===== src/rtl/min_max_pkg.sv =====
// Shared state encoding for the min/max finder: one-hot state vectors plus the
// bit positions of each state, so a decoder can name states from the Q outputs.
package min_max_pkg;

    localparam int ST_W = 7;

    localparam int IDX_INI  = 0;
    localparam int IDX_LOAD = 1;
    localparam int IDX_CMX  = 2;
    localparam int IDX_CMNF = 3;
    localparam int IDX_CMN  = 4;
    localparam int IDX_CMXF = 5;
    localparam int IDX_DONE = 6;

    localparam logic [ST_W-1:0] ST_INI  = 7'b0000001;
    localparam logic [ST_W-1:0] ST_LOAD = 7'b0000010;
    localparam logic [ST_W-1:0] ST_CMX  = 7'b0000100;
    localparam logic [ST_W-1:0] ST_CMNF = 7'b0001000;
    localparam logic [ST_W-1:0] ST_CMN  = 7'b0010000;
    localparam logic [ST_W-1:0] ST_CMXF = 7'b0100000;
    localparam logic [ST_W-1:0] ST_DONE = 7'b1000000;

    typedef enum logic [ST_W-1:0] {
        INI  = ST_INI,
        LOAD = ST_LOAD,
        CMX  = ST_CMX,
        CMNF = ST_CMNF,
        CMN  = ST_CMN,
        CMXF = ST_CMXF,
        DONE = ST_DONE
    } state_t;

    // The array is writable and Start is accepted only while parked.
    function automatic logic is_idle(input state_t s);
        return (s == INI) || (s == DONE);
    endfunction

endpackage


===== src/rtl/mm_compare.sv =====
// Single magnitude comparator shared by all scan states; signed mode is
// handled by flipping the sign bits so one unsigned compare serves both.
module mm_compare #(
    parameter int DATA_W = 8
) (
    input  logic [DATA_W-1:0] a,
    input  logic [DATA_W-1:0] b,
    input  logic              signed_mode,
    output logic              gt,
    output logic              lt
);

    logic [DATA_W-1:0] w_a;
    logic [DATA_W-1:0] w_b;

    // Offset-binary view: two's-complement ordering equals unsigned ordering
    // once the MSB is inverted.
    assign w_a = {a[DATA_W-1] ^ signed_mode, a[DATA_W-2:0]};
    assign w_b = {b[DATA_W-1] ^ signed_mode, b[DATA_W-2:0]};

    assign gt = (w_a > w_b);
    assign lt = (w_a < w_b);

endmodule


===== src/rtl/min_max_finder_param.sv =====
// DEPTH x DATA_W register file scanned by one time-shared comparator, tracking
// up against Max or down against Min with a forced cross-check on each turn.
module min_max_finder_param
    import min_max_pkg::*;
#(
    parameter  int DATA_W = 8,
    parameter  int DEPTH  = 16,
    localparam int IDX_W  = $clog2(DEPTH)
) (
    input  logic              Clk,
    input  logic              Reset,
    input  logic              Start,
    input  logic              Signed_mode,
    input  logic              Wr_en,
    input  logic [IDX_W-1:0]  Wr_addr,
    input  logic [DATA_W-1:0] Wr_data,
    output logic [DATA_W-1:0] Max,
    output logic [DATA_W-1:0] Min,
    output logic [IDX_W-1:0]  Max_idx,
    output logic [IDX_W-1:0]  Min_idx,
    output logic              Qi,
    output logic              Ql,
    output logic              Qcmx,
    output logic              Qcmnf,
    output logic              Qcmn,
    output logic              Qcmxf,
    output logic              Qd
);

    // Handshake: Start is a one-cycle request with no ready return; it is
    // accepted on any edge where Qi|Qd is high and ignored otherwise.
    state_t            r_state;
    state_t            w_next;
    logic [DATA_W-1:0] r_mem [DEPTH];
    logic [IDX_W-1:0]  r_i;
    logic              r_signed;
    logic [DATA_W-1:0] r_max;
    logic [DATA_W-1:0] r_min;
    logic [IDX_W-1:0]  r_max_idx;
    logic [IDX_W-1:0]  r_min_idx;

    logic              w_idle;
    logic              w_last;
    logic              w_accept;
    logic              w_load;
    logic              w_upd_max;
    logic              w_upd_min;
    logic              w_inc;
    logic              w_gt;
    logic              w_lt;
    logic [DATA_W-1:0] w_elem;
    logic [DATA_W-1:0] w_ref;

    assign w_idle = is_idle(r_state);
    assign w_last = (r_i == IDX_W'(DEPTH - 1));
    assign w_elem = r_mem[r_i];
    assign w_ref  = ((r_state == CMX) || (r_state == CMXF)) ? r_max : r_min;

    mm_compare #(.DATA_W(DATA_W)) u_cmp (
        .a           (w_elem),
        .b           (w_ref),
        .signed_mode (r_signed),
        .gt          (w_gt),
        .lt          (w_lt)
    );

    // Array has no reset so its contents survive a Reset pulse.
    always_ff @(posedge Clk) begin
        if (Wr_en && w_idle) begin
            r_mem[Wr_addr] <= Wr_data;
        end
    end

    always_ff @(posedge Clk or posedge Reset) begin
        if (Reset) begin
            r_state <= INI;
        end else begin
            r_state <= w_next;
        end
    end

    always_comb begin
        w_next    = r_state;
        w_accept  = 1'b0;
        w_load    = 1'b0;
        w_upd_max = 1'b0;
        w_upd_min = 1'b0;
        w_inc     = 1'b0;
        case (r_state)
            INI, DONE: begin
                if (Start) begin
                    w_accept = 1'b1;
                    w_next   = LOAD;
                end
            end
            LOAD: begin
                w_load = 1'b1;
                w_next = CMX;
            end
            CMX: begin
                if (w_gt) begin
                    w_upd_max = 1'b1;
                    w_inc     = 1'b1;
                end else if (w_lt) begin
                    w_next = CMNF;
                end else begin
                    w_inc = 1'b1;
                end
                if (w_inc) begin
                    w_next = w_last ? DONE : CMX;
                end
            end
            CMNF: begin
                w_upd_min = w_lt;
                w_inc     = 1'b1;
                w_next    = w_last ? DONE : CMN;
            end
            CMN: begin
                if (w_lt) begin
                    w_upd_min = 1'b1;
                    w_inc     = 1'b1;
                end else if (w_gt) begin
                    w_next = CMXF;
                end else begin
                    w_inc = 1'b1;
                end
                if (w_inc) begin
                    w_next = w_last ? DONE : CMN;
                end
            end
            CMXF: begin
                w_upd_max = w_gt;
                w_inc     = 1'b1;
                w_next    = w_last ? DONE : CMX;
            end
            default: begin
                w_next = INI;
            end
        endcase
    end

    always_ff @(posedge Clk or posedge Reset) begin
        if (Reset) begin
            r_i       <= '0;
            r_signed  <= 1'b0;
            r_max     <= '0;
            r_min     <= '0;
            r_max_idx <= '0;
            r_min_idx <= '0;
        end else begin
            if (r_state == INI) begin
                r_i <= '0;
            end else if (w_load) begin
                r_i <= IDX_W'(1);
            end else if (w_inc && !w_last) begin
                r_i <= r_i + IDX_W'(1);
            end
            if (w_accept) begin
                r_signed <= Signed_mode;
            end
            if (w_load) begin
                r_max     <= r_mem[0];
                r_min     <= r_mem[0];
                r_max_idx <= '0;
                r_min_idx <= '0;
            end else begin
                if (w_upd_max) begin
                    r_max     <= w_elem;
                    r_max_idx <= r_i;
                end
                if (w_upd_min) begin
                    r_min     <= w_elem;
                    r_min_idx <= r_i;
                end
            end
        end
    end

    assign Max     = r_max;
    assign Min     = r_min;
    assign Max_idx = r_max_idx;
    assign Min_idx = r_min_idx;

    assign Qi    = r_state[IDX_INI];
    assign Ql    = r_state[IDX_LOAD];
    assign Qcmx  = r_state[IDX_CMX];
    assign Qcmnf = r_state[IDX_CMNF];
    assign Qcmn  = r_state[IDX_CMN];
    assign Qcmxf = r_state[IDX_CMXF];
    assign Qd    = r_state[IDX_DONE];

endmodule


===== config.mk =====
export PLATFORM = sky130hd
export DESIGN_NAME = min_max_finder_param
export DESIGN_NICKNAME = d
export VERILOG_FILES = /design/src/rtl/min_max_pkg.sv /design/src/rtl/mm_compare.sv /design/src/rtl/min_max_finder_param.sv
export SDC_FILE = /design/constraint.sdc
export NUM_CORES = 1
export LEC_CHECK = 0
export ABC_CLOCK_PERIOD_IN_PS = 8070
export BUFFER_PORTS_ARGS = -buffer_cell sky130_fd_sc_hd__buf_4
export CORE_MARGIN = 8
export CORE_UTILIZATION = 30
export DETAILED_ROUTE_END_ITERATION = 6
export GPL_TIMING_DRIVEN = 0
export SLEW_MARGIN = 40
export SYNTH_ARGS = -nofsm -noshare
export SYNTH_HDL_FRONTEND = slang
export SYNTH_SLANG_ARGS = --single-unit
export TNS_END_PERCENT = 50

===== constraint.sdc =====
create_clock -name Clk -period 8.07 [get_ports Clk]
set_input_delay 2.0175 -clock Clk [delete_from_list [all_inputs] [get_ports Clk]]
set_output_delay 2.0175 -clock Clk [all_outputs]
set_load 0.01 [all_outputs]

==> flow_metrics.env <==
export IMPL_crit_arrival_ns=4.93
export IMPL_cts_resized=0
export IMPL_grt_pass1_wl_um=24400
export IMPL_drt_iter0_markers=314
export IMPL_route_detailed_drc=0
export IMPL_syn_nets=450
export IMPL_finalSetupViolCount=0
export IMPL_syn_inst=424
export IMPL_start_util=0.303
export IMPL_synth_area_leaders="edfxtp_1 (55%), dfrtp_1 (12%), mux4_2 (10%), mux2i_1 (5.7%), a21oi_1 (1.9%)"
export IMPL_nFillCells=2175
export IMPL_avgSynthCellArea_um2=16.6
export IMPL_cts_sinks=164
export IMPL_min_from="Max_idx[0]"
export IMPL_cts_hold_buf=0
export IMPL_start_kind="register"
export IMPL_routed_wl_um=15800
export IMPL_clk_latency_ns=0.43
export IMPL_power_density_nw_per_um2=295
export IMPL_path_class="register to register"
export IMPL_cts_tree="done"
export IMPL_row_count=56
export IMPL_slowest_stage="buf_1"
export IMPL_synth_area_um2=7020
export IMPL_async_reset_ff_frac=0.220
export IMPL_ys_warn_count=0
export IMPL_portBuffers=47
export IMPL_htreeDepth=4
export IMPL_die_y_um=169
export IMPL_layout_cells_non_filler=822
export IMPL_ir_drop_mv=0.105
export IMPL_cts_root_buf="clkbuf_16"
export IMPL_antenna_left=0
export IMPL_via_per_inst=4.70
export IMPL_dieWidth_um=169
export IMPL_max_freq_mhz=215
export IMPL_rsz0062_at_grt="no"
export IMPL_syn_to_final_growth_pct=20.0
export IMPL_clk_pin_slew_ns=0.07
export IMPL_grtUsageTotal=0.114
export IMPL_tritoncts_num_buffers=17
export IMPL_ys_types=49
export IMPL_drive_above_1_share=0.282
export IMPL_dpl_hpwl_um=11000
export IMPL_num_vias=3861
export IMPL_synth_common_cells="edfxtp_1 (128), mux2i_1 (40), nor2_1 (36), dfrtp_1 (35), mux4_2 (32)"
export IMPL_wl_per_cell_um=19.3
export IMPL_tns_ns=0
export IMPL_synth_edf_count=128
export IMPL_tightest_slew_ns=0.830
export IMPL_endpoint_kind="register"
export IMPL_fin_area_um2=8420
export IMPL_clock_skew_ns=0.0116
export IMPL_synth_most_common_cell="edfxtp_1"
export IMPL_overflow=0
export IMPL_hp_class="register to register"
export IMPL_crit_fanout=10
export IMPL_worstSetupStartpoint="r_i[2]"
export IMPL_place_area_um2=7790
export IMPL_cp_required_ns=8.35
export IMPL_ios=48
export IMPL_synth_top_area_frac=0.547
export IMPL_synth_seq_area_share=0.676
export IMPL_p_leak_nw=2.92
export IMPL_ys_seq_elements=164
export IMPL_status="completed"
export IMPL_cts_setup_buffers=0
export IMPL_dieArea_um2=28600
export IMPL_max_stage_delay_ns=0.59
export IMPL_crit_chain="clkbuf_1, buf_1, mux4_2, mux2i_1, a21oi_1, xor2_1, ha_1, a41o_1, a21oi_2, and3_1, clkbuf_1, buf_2, mux2i_1, a21oi_1"
export IMPL_gp_congestion=0.790
export IMPL_grt_pass1_vias=4089
export IMPL_report_final_slew_viol_count=0
export IMPL_clockBufferDepth=2
export IMPL_maxSlewHeadroom=0.444
export IMPL_diodes=0
export IMPL_place_inst=790
export IMPL_post_route_min_period_ns=4.64
export IMPL_maxCapViolations=0
export IMPL_antenna_found_initial=0
export IMPL_finalHoldViolCount=0
export IMPL_synthFlopType="edfxtp_1"
export IMPL_synth_top_area_cell="edfxtp_1"
export IMPL_fin_crit_sh=0.575
export IMPL_firstDrtPassIters=5
export IMPL_core_um2=23200
export IMPL_nets=516
export IMPL_grt_max_degree=37
export IMPL_reg2reg_from="r_i[2]"
==> registers in the layout, summed over array words and instances (netlist names) <==
register  count
r_state       7
Min_idx       4
Max_idx       4
Max           8
Min           8
r_mem       128
r_signed      1
r_i           4
==> worst max-delay path, delay by kind of cell, from the launching register on <==
kind                     cells  cell delay, ns
AO/OA/AOI/OAI                4            0.78
flip-flops                   1            0.33
XOR/XNOR                     1            0.20
adder cells (fa/ha/maj)      1            0.34
AND/OR/NAND/NOR              1            0.20
buffers and inverters        4            1.70
multiplexers                 3            0.93
==> cell families after synthesis <==
group | synth area share
flip-flops | 0.676
AND/OR/NAND/NOR | 0.0652
multiplexers | 0.165
AO/OA/AOI/OAI | 0.0529
buffers and inverters | 0.0162
adder cells (fa/ha/maj) | 0.0160
XOR/XNOR | 0.00873
==> layout make-up <==
cell class	instances	area, µm²	area share
Multi-Input combinational cell	234	2190	0.260
Clock buffer	18	429	0.0510
Inverter	3	12.5	0.00149
Clock inverter	14	189	0.0224
Sequential cell	164	4750	0.563
Buffer	23	103	0.0122
Tap cell	319	399	0.0474
Timing Repair Buffer	47	353	0.0419
==> stage by stage <==
| step | setup slack [ns] | util | hold WS (ns) | power, mW |
|---|---|---|---|---|
| 2_1_floorplan | 4.50 | - | 0.503 | 1.44 |
| 3_3_place_gp | 3.47 | 0.335 | 0.507 | 1.64 |
| 3_5_place_dp | 3.44 | 0.336 | 0.521 | 1.66 |
| 4_1_cts | 3.40 | 0.363 | 0.535 | 2.51 |
| 5_1_grt | 3.16 | 0.363 | 0.558 | 2.61 |
| 6_report | 3.43 | 0.363 | 0.535 | 2.49 |
==> metal layers <==
metal	track usage	vias up	wire length (µm)
met5	0	-	0
met4	0.0362	0	144
met3	0.0370	11	1070
met2	0.182	91	7600
met1	0.146	1966	7030
li1	-	1793	-
==> worst paths after layout <==
check,cells after the start,slack (ns),end
worst min-delay path,2,0.54,Max_idx[0]
worst max register to register,14,3.43,Min[2]
max in group asynchronous,2,6.01,r_state[6]
min in group asynchronous,2,1.67,Max_idx[3]
worst max-delay path,14,3.43,Min[2]
worst min register to register,2,0.54,Max_idx[0]
==> cells in the final DEF (no fill, tap or decap), types with 3 or more instances in the layout <==
cell type / instances
buf_2: 10
clkbuf_1: 9
nand2_1: 8
buf_1: 4
dfrtp_1: 35
inv_6: 4
or3_1: 4
nand4_1: 3
nor3_2: 6
nand2b_1: 3
edfxtp_1: 128
nand3_1: 3
mux4_2: 32
buf_4: 48
inv_8: 3
o21ai_0: 6
mux2i_1: 40
a21oi_1: 27
nor2_1: 34
ha_1: 9
a211oi_1: 8
nor2b_1: 9
clkbuf_16: 17
xor2_1: 5
bufinv_16: 3
==> where the power goes <==
part	total (mW)	switching, mW	internal [mW]
Sequential	1.04	0.0559	0.987
Clock	0.846	0.348	0.497
Combinational	0.597	0.334	0.263
Total	2.49	0.738	1.75
(Power assumes the default switching activity.)
